[src/rtl/accum_core.sv]
// accum_core: parametrised multi-cycle accumulator processor core.
// Fetches DW-bit instructions and operands through an external
// request/ready memory handshake that tolerates any number of wait states.
// Instruction: opcode = IR[DW-1:DW-4], operand address = IR[AW-1:0].
// Optional feature: define ACCUM_CORE_MUL_EN to make opcode D a multiply
// (acc = low DW bits of acc*M); without it opcode D executes as NOP.
// Ports:
//   clk, reset (async, active-low)
//   mem_req/mem_we/mem_addr/mem_wdata : registered request, held until mem_ready
//   mem_rdata/mem_ready                : memory response
//   pc, acc, le/eq/gt, ovf, halted     : architectural state
module accum_core #(
  parameter int unsigned DW = 32,
  parameter int unsigned AW = 10
) (
  input  logic          clk,
  input  logic          reset,
  output logic          mem_req,
  output logic          mem_we,
  output logic [AW-1:0] mem_addr,
  output logic [DW-1:0] mem_wdata,
  input  logic [DW-1:0] mem_rdata,
  input  logic          mem_ready,
  output logic [AW-1:0] pc,
  output logic [DW-1:0] acc,
  output logic          le,
  output logic          eq,
  output logic          gt,
  output logic          ovf,
  output logic          halted
);

  typedef enum logic [1:0] {S_FETCH, S_DECODE, S_MEM, S_HALT} state_t;

  localparam logic [3:0] OP_LOAD  = 4'h1;
  localparam logic [3:0] OP_STORE = 4'h2;
  localparam logic [3:0] OP_ADD   = 4'h3;
  localparam logic [3:0] OP_SUB   = 4'h4;
  localparam logic [3:0] OP_AND   = 4'h5;
  localparam logic [3:0] OP_OR    = 4'h6;
  localparam logic [3:0] OP_XOR   = 4'h7;
  localparam logic [3:0] OP_CMP   = 4'h8;
  localparam logic [3:0] OP_JMP   = 4'h9;
  localparam logic [3:0] OP_JEQ   = 4'hA;
  localparam logic [3:0] OP_JGT   = 4'hB;
  localparam logic [3:0] OP_JLE   = 4'hC;
`ifdef ACCUM_CORE_MUL_EN
  localparam logic [3:0] OP_MUL   = 4'hD;
`endif
  localparam logic [3:0] OP_HALT  = 4'hF;

  state_t        state;
  logic [3:0]    ir_op;    // only the decoded fields of IR are kept
  logic [AW-1:0] ir_addr;

  logic          is_memop_c;
  logic          jump_taken_c;
  logic [AW-1:0] fetch_pc_c;
  logic [DW-1:0] sum_c;
  logic [DW-1:0] diff_c;
  logic          add_ovf_c;
  logic          sub_ovf_c;
  logic          gt_c;
`ifdef ACCUM_CORE_MUL_EN
  logic [DW-1:0] prod_c;
  assign prod_c = acc * mem_rdata;
`endif

  // Datapath results, consumed only in the MEM completion cycle
  assign sum_c     = acc + mem_rdata;
  assign diff_c    = acc - mem_rdata;
  assign add_ovf_c = (acc[DW-1] == mem_rdata[DW-1]) && (sum_c[DW-1]  != acc[DW-1]);
  assign sub_ovf_c = (acc[DW-1] != mem_rdata[DW-1]) && (diff_c[DW-1] != acc[DW-1]);
  assign gt_c      = $signed(acc) > $signed(mem_rdata);

  // Opcodes that need an operand access
  always_comb begin
    is_memop_c = (ir_op >= OP_LOAD) && (ir_op <= OP_CMP);
`ifdef ACCUM_CORE_MUL_EN
    if (ir_op == OP_MUL) is_memop_c = 1'b1;
`endif
  end

  // Branch resolution against the flags left by the last CMP
  always_comb begin
    jump_taken_c = 1'b0;
    case (ir_op)
      OP_JMP:  jump_taken_c = 1'b1;
      OP_JEQ:  jump_taken_c = eq;
      OP_JGT:  jump_taken_c = gt;
      OP_JLE:  jump_taken_c = le;
      default: jump_taken_c = 1'b0;
    endcase
  end

  assign fetch_pc_c = jump_taken_c ? ir_addr : pc;

  // Control FSM; all outputs registered
  always_ff @(posedge clk or negedge reset) begin
    if (!reset) begin
      state     <= S_FETCH;
      ir_op     <= 4'h0;
      ir_addr   <= '0;
      pc        <= '0;
      acc       <= '0;
      le        <= 1'b0;
      eq        <= 1'b0;
      gt        <= 1'b0;
      ovf       <= 1'b0;
      halted    <= 1'b0;
      mem_req   <= 1'b0;
      mem_we    <= 1'b0;
      mem_addr  <= '0;
      mem_wdata <= '0;
    end else begin
      case (state)
        S_FETCH: begin
          // Idle cycle after reset or after a MEM access: raise the fetch
          if (!mem_req) begin
            mem_req  <= 1'b1;
            mem_we   <= 1'b0;
            mem_addr <= pc;
          end else if (mem_ready) begin
            ir_op   <= mem_rdata[DW-1 -: 4];
            ir_addr <= mem_rdata[AW-1:0];
            pc      <= pc + AW'(1);
            mem_req <= 1'b0;
            state   <= S_DECODE;
          end
        end

        S_DECODE: begin
          if (ir_op == OP_HALT) begin
            halted <= 1'b1;
            state  <= S_HALT;
          end else if (is_memop_c) begin
            mem_req   <= 1'b1;
            mem_we    <= (ir_op == OP_STORE);
            mem_addr  <= ir_addr;
            mem_wdata <= acc;
            state     <= S_MEM;
          end else begin
            // Jumps, NOP and reserved: issue the next fetch directly
            pc       <= fetch_pc_c;
            mem_req  <= 1'b1;
            mem_we   <= 1'b0;
            mem_addr <= fetch_pc_c;
            state    <= S_FETCH;
          end
        end

        S_MEM: begin
          if (mem_ready) begin
            mem_req <= 1'b0;
            mem_we  <= 1'b0;
            state   <= S_FETCH;
            case (ir_op)
              OP_LOAD: acc <= mem_rdata;
              OP_ADD: begin
                acc <= sum_c;
                ovf <= add_ovf_c;
              end
              OP_SUB: begin
                acc <= diff_c;
                ovf <= sub_ovf_c;
              end
              OP_AND: acc <= acc & mem_rdata;
              OP_OR:  acc <= acc | mem_rdata;
              OP_XOR: acc <= acc ^ mem_rdata;
              OP_CMP: begin
                eq <= (acc == mem_rdata);
                gt <= gt_c;
                le <= !gt_c;
              end
`ifdef ACCUM_CORE_MUL_EN
              OP_MUL: acc <= prod_c;
`endif
              default: ;
            endcase
          end
        end

        S_HALT: ;

        default: state <= S_FETCH;
      endcase
    end
  end

endmodule
[config.mk]
export PLATFORM = sky130hd
export DESIGN_NAME = accum_core
export DESIGN_NICKNAME = d
export VERILOG_FILES = /design/src/rtl/accum_core.sv
export SDC_FILE = /design/constraint.sdc
export NUM_CORES = 1
export LEC_CHECK = 0
export BUFFER_PORTS_ARGS = -buffer_cell sky130_fd_sc_hd__buf_2
export CAP_MARGIN = 10
export CORE_AREA = 2 2 122 242
export DETAILED_ROUTE_END_ITERATION = 16
export DIE_AREA = 0 0 124 244
export PLACE_DENSITY = 0.54
export REMOVE_ABC_BUFFERS = 1
export SYNTH_ARGS = -nofsm -noshare
export SYNTH_HDL_FRONTEND = slang
export SYNTH_SLANG_ARGS = --single-unit
[constraint.sdc]
create_clock -name clk -period 3.3 [get_ports clk]
set_input_delay 0.99 -clock clk [delete_from_list [all_inputs] [get_ports clk]]
set_output_delay 0.99 -clock clk [all_outputs]
set_load 0.02 [all_outputs]
; Yosys cells after proc, flatten, opt, wreduce, memory -nomap -nowiden
; Index checks and enable logic that the tools add are counted.
; W data, S select, Z words.
[word_totals]
regBits = 107
[op_classes]
n_eq_ne = 26
bitwise = 4
muxes = 28
order_cmp = 3
add_sub_neg = 3
n_reduce_logical = 20
[op_table]
columns = op, count
row1 = $pmux W32 S6, 1
row2 = $mux W10, 8
row3 = $pmux W10 S2, 2
row4 = $add A32 B32 Y32, 1
row5 = $and A32 B32 Y32, 1
row6 = $eq A32 B32 Y1, 1
row7 = $gt A32 B32 Y1, 1
row8 = $or A32 B32 Y32, 1
row9 = $sub A32 B32 Y32, 1
row10 = $xor A32 B32 Y32, 1
row11 = $eq A4 B4 Y1 const B, 6
row12 = $reduce_and A3 Y1, 7
row13 = $eq A4 B3 Y1 const B, 4
row14 = $ne A2 B2 Y1 const B, 6
row15 = $add A10 B1 Y10 const B, 1
row16 = $mux W2, 5
row17 = $eq A4 B2 Y1 const B, 2
row18 = $reduce_and A4 Y1, 2
row19 = $mux W1, 7
row20 = $pmux W1 S3, 2
row21 = $pmux W2 S3, 1
row22 = $reduce_bool A6 Y1, 1
row23 = $reduce_and A5 Y1, 1
row24 = $eq A4 B1 Y1 const B, 1
row25 = 15 further kinds, 20

; Depth between registers and ports, before layout
; Gate-level depths: netlist of the first run.
[logic_depth]
word_depth = 6
mapped_depth = 12

; Worst setup path before layout of the first run
; OpenSTA, ideal clock, no wires.
[synth_timing]
kind = input to register
from = input port mem_rdata[5]
to = register acc[26]
path_buffers = 1
arrival_ns = 3.311
required_ns = 3.218
stages = 12
path_slack_ns = -0.093
path_cell_list = inv_1 -> ha_1 -> buf_6 -> or4_4 -> nand2b_4 -> nor3_1 -> o31ai_1 -> nand4b_1 -> a211oi_1 -> o21ai_1 -> mux2_2 -> a31oi_1
[synth_via]
elab_chain_len = 2
word_cells_on_any_way = 3
classes_between = add/sub (2) / mux (1)
[synth_rtl]
columns = element, line_no
row1 = start: declaration, 22  ; input logic [DW-1:0] mem_rdata,
row2 = $sub A32 B32 Y32 / $add A32 B32 Y32 (equally long branches), "71, 70"
row3 = $pmux W32 S6 *, 157  ; case (ir_op)
row4 = end signal: assignment, 158  ; OP_LOAD: acc <= mem_rdata;
row5 = end signal: assignment, 160  ; acc <= sum_c;
row6 = end signal: assignment, 164  ; acc <= diff_c;
row7 = end: declaration, 25  ; output logic [DW-1:0] acc,
; Every way passes the cells marked *; elsewhere a longest branch is shown, timed or not.
; A chain may end at the register's enable or synchronous reset.

; Final worst setup path of the first run
[layout_timing]
from = input port mem_rdata[0]
to = register acc[17]
; Same word-level chain as after synthesis.

==> impl_metrics.toml, run 1 <==
[sta]
worst_pin_slew_ns = 0.764
fin_ws_ns = 0.0272
maxSlewHeadroom_pct = 47.8
rsz0062_at_grt = "true"
finalCritPeriodShare_pct = 99.2
period_needed_ns = 3.27
hold_viol = 0
clock.fmax_ghz = 0.306
slew_viol_final = 0
setup_viol = 0
worst_clock_skew_ns = 0.0284

[clock_tree]
cts_tree = "yes"
cts_hold_buffers = 0
clock_latency_ns = 0.41
cts_buffers = 9
cts_sinks = 107
cts_max_path_buffers = 2
root_buffer = "clkbuf_16"
clk_pin_slew_ns = 0.08
htreeDepth = 3

[cells_and_area]
fin_area_mm2 = 0.0135
seqCellArea_mm2 = 0.00268
instances_no_fill = 1970
final_common_cell = "buf_4"
layout_common_cells = "298 x buf_4, 124 x buf_2, 122 x nand2_1, 114 x o21ai_0, 111 x a21oi_1"
multiInputGateArea_mm2 = 0.00675
final_util_pct = 47.6
syn2layout_area_growth_pct = 37.9
n_fill_cell = 2916
fin_nets = 1754
drive_above_1_share_pct = 32.9

[routing]
vias = 11000
wl_met2_mm = 21.9
dr.pass1.iters = 6
dr_wl_met3_mm = 1.58
wl_per_cell_um = 20.4
drt-met1-wl_mm = 13.9
drt-vias-per-instance = 5.57
routed.top_layer = "met4"
drc = 0
ant_nets = 0
wl_mm = 40.1
drt_iter0_drc = 582

[setup_path]
crit_required_ns = 3.60
r2r_cells = 11
r2r-start = "acc[11]"
crit_type = "primary input to register"
cp.arrival_ns = 3.58
rr_endpoint = "ovf"
startpoint = "mem_rdata[0]"
regToRegSetupSlack_ns = 0.15
worst_setup_path_end_kind = "register"
max_stage_delay_ns = 0.45
critPathSlowestCell = "or4_4"
cp-start-kind = "primary input"
crit_chain = "buf_2, buf_4, ha_1, buf_4, o21ba_2, or4_4, nand2_2, a221o_1, a21oi_1, o311ai_1, buf_4, mux2i_1, nand2_1, a22oi_2"
cp_max_fo = 3
crit_top_cell = "buf_4"

[pwr]
p_per_area_mw_per_mm2 = 955
power_w = 0.0129
p_sw_share_pct = 51.0
p_leak_nw = 6.42
p_seq_share_pct = 18.6
peakVddDrop_v = 0.000371
clkPwrFrac_pct = 9.4
power.switching_w = 0.00656
comb_power_share_pct = 72.0
p_int_w = 0.00631

[floorplanning]
initial_core_util_pct = 34.5
die-area_mm2 = 0.0303
die_w_um = 124
core.rowCount = 87
ioPinCount = 126
coreArea_mm2 = 0.0283
fp.dieH_um = 244

[synthesis]
synth_edf_count = 0
synthArstFlopShare_pct = 100
synth.avg_cell_area_um2 = 7.81
synth_top_area_cell = "dfrtp_1"
synthesis.instances = 1251
ys_warn_count = 0
synth_top_area_share_pct = 27.4
synth_seq_cells = 107
ys_types = 79
synthesis.area_mm2 = 0.00977
ys_seq_area_share_pct = 27.4
synthTopCellsByArea = "dfrtp_1 27%, ha_1 14%, o21ai_0 6.3%"
ys.flop_type = "dfrtp_1"

[place]
gp_congestion = 0.987
dp_slack_ns = -0.678
hpwlAfterDp_mm = 31.7
numPortBuffers = 125
post_dp_cell_area_mm2 = 0.0127
dp.cells = 1944

[worst_hold_path]
holdCritPathClass = "register to register"
hold_path_depth = 1
whs_endpoint = "halted"
min_from = "halted"

[flow_run]
maxCapViolCount = 0

[global_route]
grt_usage_pct = 26.6
grt_pass1_vias = 11400
grt_overflow = 0
grt_start_max_net_pins = 108
grt_pass1_wl_mm = 60.7
antenna_found_initial = 1

[run_status]
status = "finished clean"
-- cells by family (layout without fill, tap and decap cells) --
logic type	Yosys count	count (layout)	synth area share, %
buffers and inverters	183	545	7.51
and+or+nand+nor	359	359	17.0
xor gates and xnor gates	15	15	1.34
DFF	107	107	27.4
AOI/OAI and AO/OA	460	460	30.6
other	0	1	0
muxes	16	16	1.73
adders and majority gates	111	111	14.4
-- stage by stage --
stage                     hold slack, ns  setup TNS [ns]
after CTS                          0.479        -0.00364
after detailed placement           0.461          -10.36
after global placement             0.445          -10.17
after global routing               0.511          -0.310
final                              0.472               0
after floorplan                    0.471           -1.57
-- critical path: cells and delay by family --
| family | cells | cell delay [ns] |
|---|---|---|
| multiplexers | 1 | 0.17 |
| AO/OA/AOI/OAI | 5 | 1.00 |
| adder cells (fa/ha/maj) | 1 | 0.23 |
| buffers and inverters | 4 | 0.56 |
| AND/OR/NAND/NOR | 3 | 0.65 |
-- how the worst max path moves through the flow --
stage,to,slack (ns),cells after the start
finish,acc[17],0.03,14
global route,acc[26],-0.07,14
CTS,ovf,-0.004,12
detailed placement,ovf,-0.68,13
global placement,ovf,-0.65,13
floorplan,acc[25],-0.31,6
-- area by class of cell --
class	instances	share of cell area, %
inverters	105	2.93
clock buffers	9	1.67
flip-flops and latches	107	19.9
repair buffers	424	21.5
well taps	356	3.31
multi-input cells	961	50.1
clock inverters	7	0.548
diodes	1	0.0186
-- power by group through the flow --
| stage | registers, W | logic, W | clock network, W |
|---|---|---|---|
| 2_1_floorplan | 0.00295 | 0.00420 | 0 |
| 3_3_place_gp | 0.00240 | 0.00879 | 0 |
| 3_5_place_dp | 0.00242 | 0.00883 | 0 |
| 4_1_cts | 0.00240 | 0.00897 | 0.00123 |
| 5_1_grt | 0.00249 | 0.0100 | 0.00127 |
| 6_report | 0.00239 | 0.00926 | 0.00120 |
-- flip-flops by register name, summed over array words and instances (netlist names), 2 cells and up --
register,count
ir_addr,10
acc,32
mem_addr,10
ir_op,4
mem_wdata,32
pc,10
state,2
-- cells in the mapped netlist, drive strengths merged (4+ instances only) --
cell / n
o21ai: 130
nand2: 125
a21oi: 117
ha: 109
dfrtp: 107
inv: 105
nor2: 97
clkbuf: 54
nand3: 28
nor3: 26
buf: 24
o211ai: 23
o22ai: 22
a221oi: 19
a22oi: 19
a31oi: 16
a21o: 12
and3: 12
nor2b: 12
o31ai: 12
nand2b: 11
nor4: 11
xnor2: 11
a211oi: 10
mux2i: 9
nand4: 9
a221o: 8
o21bai: 8
o221ai: 8
a2111oi: 7
mux2: 7
o21a: 7
or4: 6
a21boi: 5
and2: 5
o2111ai: 5
or3: 5
a211o: 4
a32oi: 4
xor2: 4
-- timing repair --
action                                  CTS  global route
cloned                                    0             0
pin swaps                                 4            27
endpoints found under the setup margin   12            21
buffers inserted                          2             8
resized for setup                        24            55
-- routing by layer --
layer / GRT usage (%) / vias up
met2: 50.6 / 358
met3: 2.96 / 165
met4: 18.1 / 0
li1: - / 5229
met5: 0 / -
met1: 25.7 / 5224
(Power assumes the default switching activity.)
==> run 2, diff against run 1 <==
--- a/config.mk
+++ b/config.mk
@@ -10,7 +10,7 @@
 export CORE_AREA = 2 2 122 242
 export DETAILED_ROUTE_END_ITERATION = 16
 export DIE_AREA = 0 0 124 244
-export PLACE_DENSITY = 0.54
+export PLACE_DENSITY_LB_ADDON = 0.3
 export REMOVE_ABC_BUFFERS = 1
 export SYNTH_ARGS = -nofsm -noshare
 export SYNTH_HDL_FRONTEND = slang
==> impl_metrics.toml, run 2 (synthesis gave the netlist of run 1 again) <==
[cells_and_area]
n_fill_cell = 2878
drive_above_1_share_pct = 32.7
fin_nets = 1738
seqCellArea_mm2 = 0.00268
final_common_cell = "buf_4"
syn2layout_area_growth_pct = 37.4
layout_common_cells = "283 x buf_4, 124 x buf_2, 122 x nand2_1, 118 x o21ai_0, 109 x a21oi_1"
multiInputGateArea_mm2 = 0.00683
reg.largest.list = "acc x32, mem_wdata x32"

[routing]
wl_met2_mm = 21.5
dr_wl_met3_mm = 1.62
drt_iter0_drc = 657
drt-met1-wl_mm = 14.0
wl_mm = 40.1
drc = 0
vias = 11000
dr.pass1.iters = 5
drt-vias-per-instance = 5.64
ant_nets = 0
wl_per_cell_um = 20.6
routed.top_layer = "met4"

[setup_path]
r2r-start = "acc[11]"
cp-start-kind = "primary input"
cp.arrival_ns = 3.61
worst_setup_path_end_kind = "register"
startpoint = "mem_rdata[5]"
rr_endpoint = "acc[31]"
regToRegSetupSlack_ns = 0.18
cp_max_fo = 5
r2r_cells = 13
critical_path.endpoint = "acc[26]"
crit_type = "primary input to register"
crit_required_ns = 3.61

[sta]
fin_ws_ns = -0.00293
worst_pin_slew_ns = 0.766
maxSlewHeadroom_pct = 48.9
slew_viol_final = 0
clock.fmax_ghz = 0.303
setup_viol = 1
worst_clock_skew_ns = 0.0201
period_needed_ns = 3.30
finalCritPeriodShare_pct = 100
hold_viol = 0
rsz0062_at_grt = "true"
setup_tns_ns = -0.00293

[clock_tree]
cts_max_path_buffers = 2
cts_tree = "yes"
htreeDepth = 3
clock_latency_ns = 0.39
cts_buffers = 9
cts_hold_buffers = 0
root_buffer = "clkbuf_16"
cts_sinks = 107
clk_pin_slew_ns = 0.08

[floorplanning]
coreArea_mm2 = 0.0283
initial_core_util_pct = 34.5
ioPinCount = 126
fp.dieH_um = 244
core.rowCount = 87
die-area_mm2 = 0.0303
die_w_um = 124

[global_route]
grt_pass1_vias = 11200
grt_start_max_net_pins = 56
grt_usage_pct = 26.4
antenna_found_initial = 1
grt_overflow = 0
grt_pass1_wl_mm = 60.6

[pwr]
p_per_area_mw_per_mm2 = 961
p_leak_nw = 6.34
peakVddDrop_v = 0.000374
power_w = 0.0129

[place]
numPortBuffers = 125
gp_congestion = 1.01
dp_slack_ns = -0.637
hpwlAfterDp_mm = 31.5

[worst_hold_path]
holdCritPathClass = "register to register"
min_from = "halted"

[run_status]
status = "finished, violations left"
failed_checks = "setup timing"

[flow_run]
maxCapViolCount = 0
-- run 2: changes by cell type in the layout (fill, tap and decap cells not counted), sizes merged --
| cell | delta |
|---|---|
| clkbuf | +1 |
| clkinv | -2 |
| buf | -16 |
| clkinvlp | +1 |
| inv | -1 |
-- run 2: timing repair --
| item | CTS | global route |
|---|---|---|
| endpoints found under the setup margin | 13 | 24 |
| gates resized for setup | 18 | 68 |
| setup buffers | 4 | 5 |
| pin swaps | 6 | 21 |
-- run 2: layout make-up --
class,instances,area share (%)
clock inverters,5,0.448
multi-input cells,961,50.9
repair buffers,408,20.6
inverters,105,2.94
diodes,1,0.0186
clock buffers,10,1.78
well taps,356,3.32
flip-flops and latches,107,20.0
-- run 2: layer usage --
metal | vias to the layer above | global-route usage (%)
li1 | 5205 | -
met1 | 5284 | 26.3
met2 | 367 | 48.9
met3 | 165 | 3.82
met4 | 0 | 17.8
met5 | - | 0
-- run 2: per-stage QoR --
stage          util (%)  cell area [um2]  hold WS (ns)  std cells
3_5_place_dp       44.5            12600         0.460       1928
6_report           47.4            13400         0.470       1953
3_3_place_gp       44.5            12600         0.455       1928
5_1_grt            47.4            13400         0.503       1953
4_1_cts            46.0            13000         0.477       1947
2_1_floorplan         -             9430         0.471       1173
-- run 2: worst min-delay path by stage --
stage                     depth (start not counted)          to  slack [ns]
after global placement                            1      halted        0.45
after floorplan                                   2  ir_addr[6]        0.47
after global routing                              1      halted        0.50
after detailed placement                          1      halted        0.46
final                                             1      halted        0.47
after CTS                                         1      halted        0.48
-- run 2: report_power, final --
group          internal (W)  switching (W)
Combinational       0.00380        0.00548
Clock              0.000611       0.000583
Sequential          0.00190       0.000520
Total               0.00631        0.00658
-- run 2: critical path, stage by stage --
cell      delay (ns)
buf_2           0.13
inv_1           0.13
ha_4            0.24
or4_4           0.57
nand2b_4        0.19
nor3_2          0.23
o31ai_4         0.09
buf_4           0.15
nand4b_1        0.14
a211oi_2        0.09
o21ai_1         0.14
mux2_2          0.35
a31oi_1         0.16
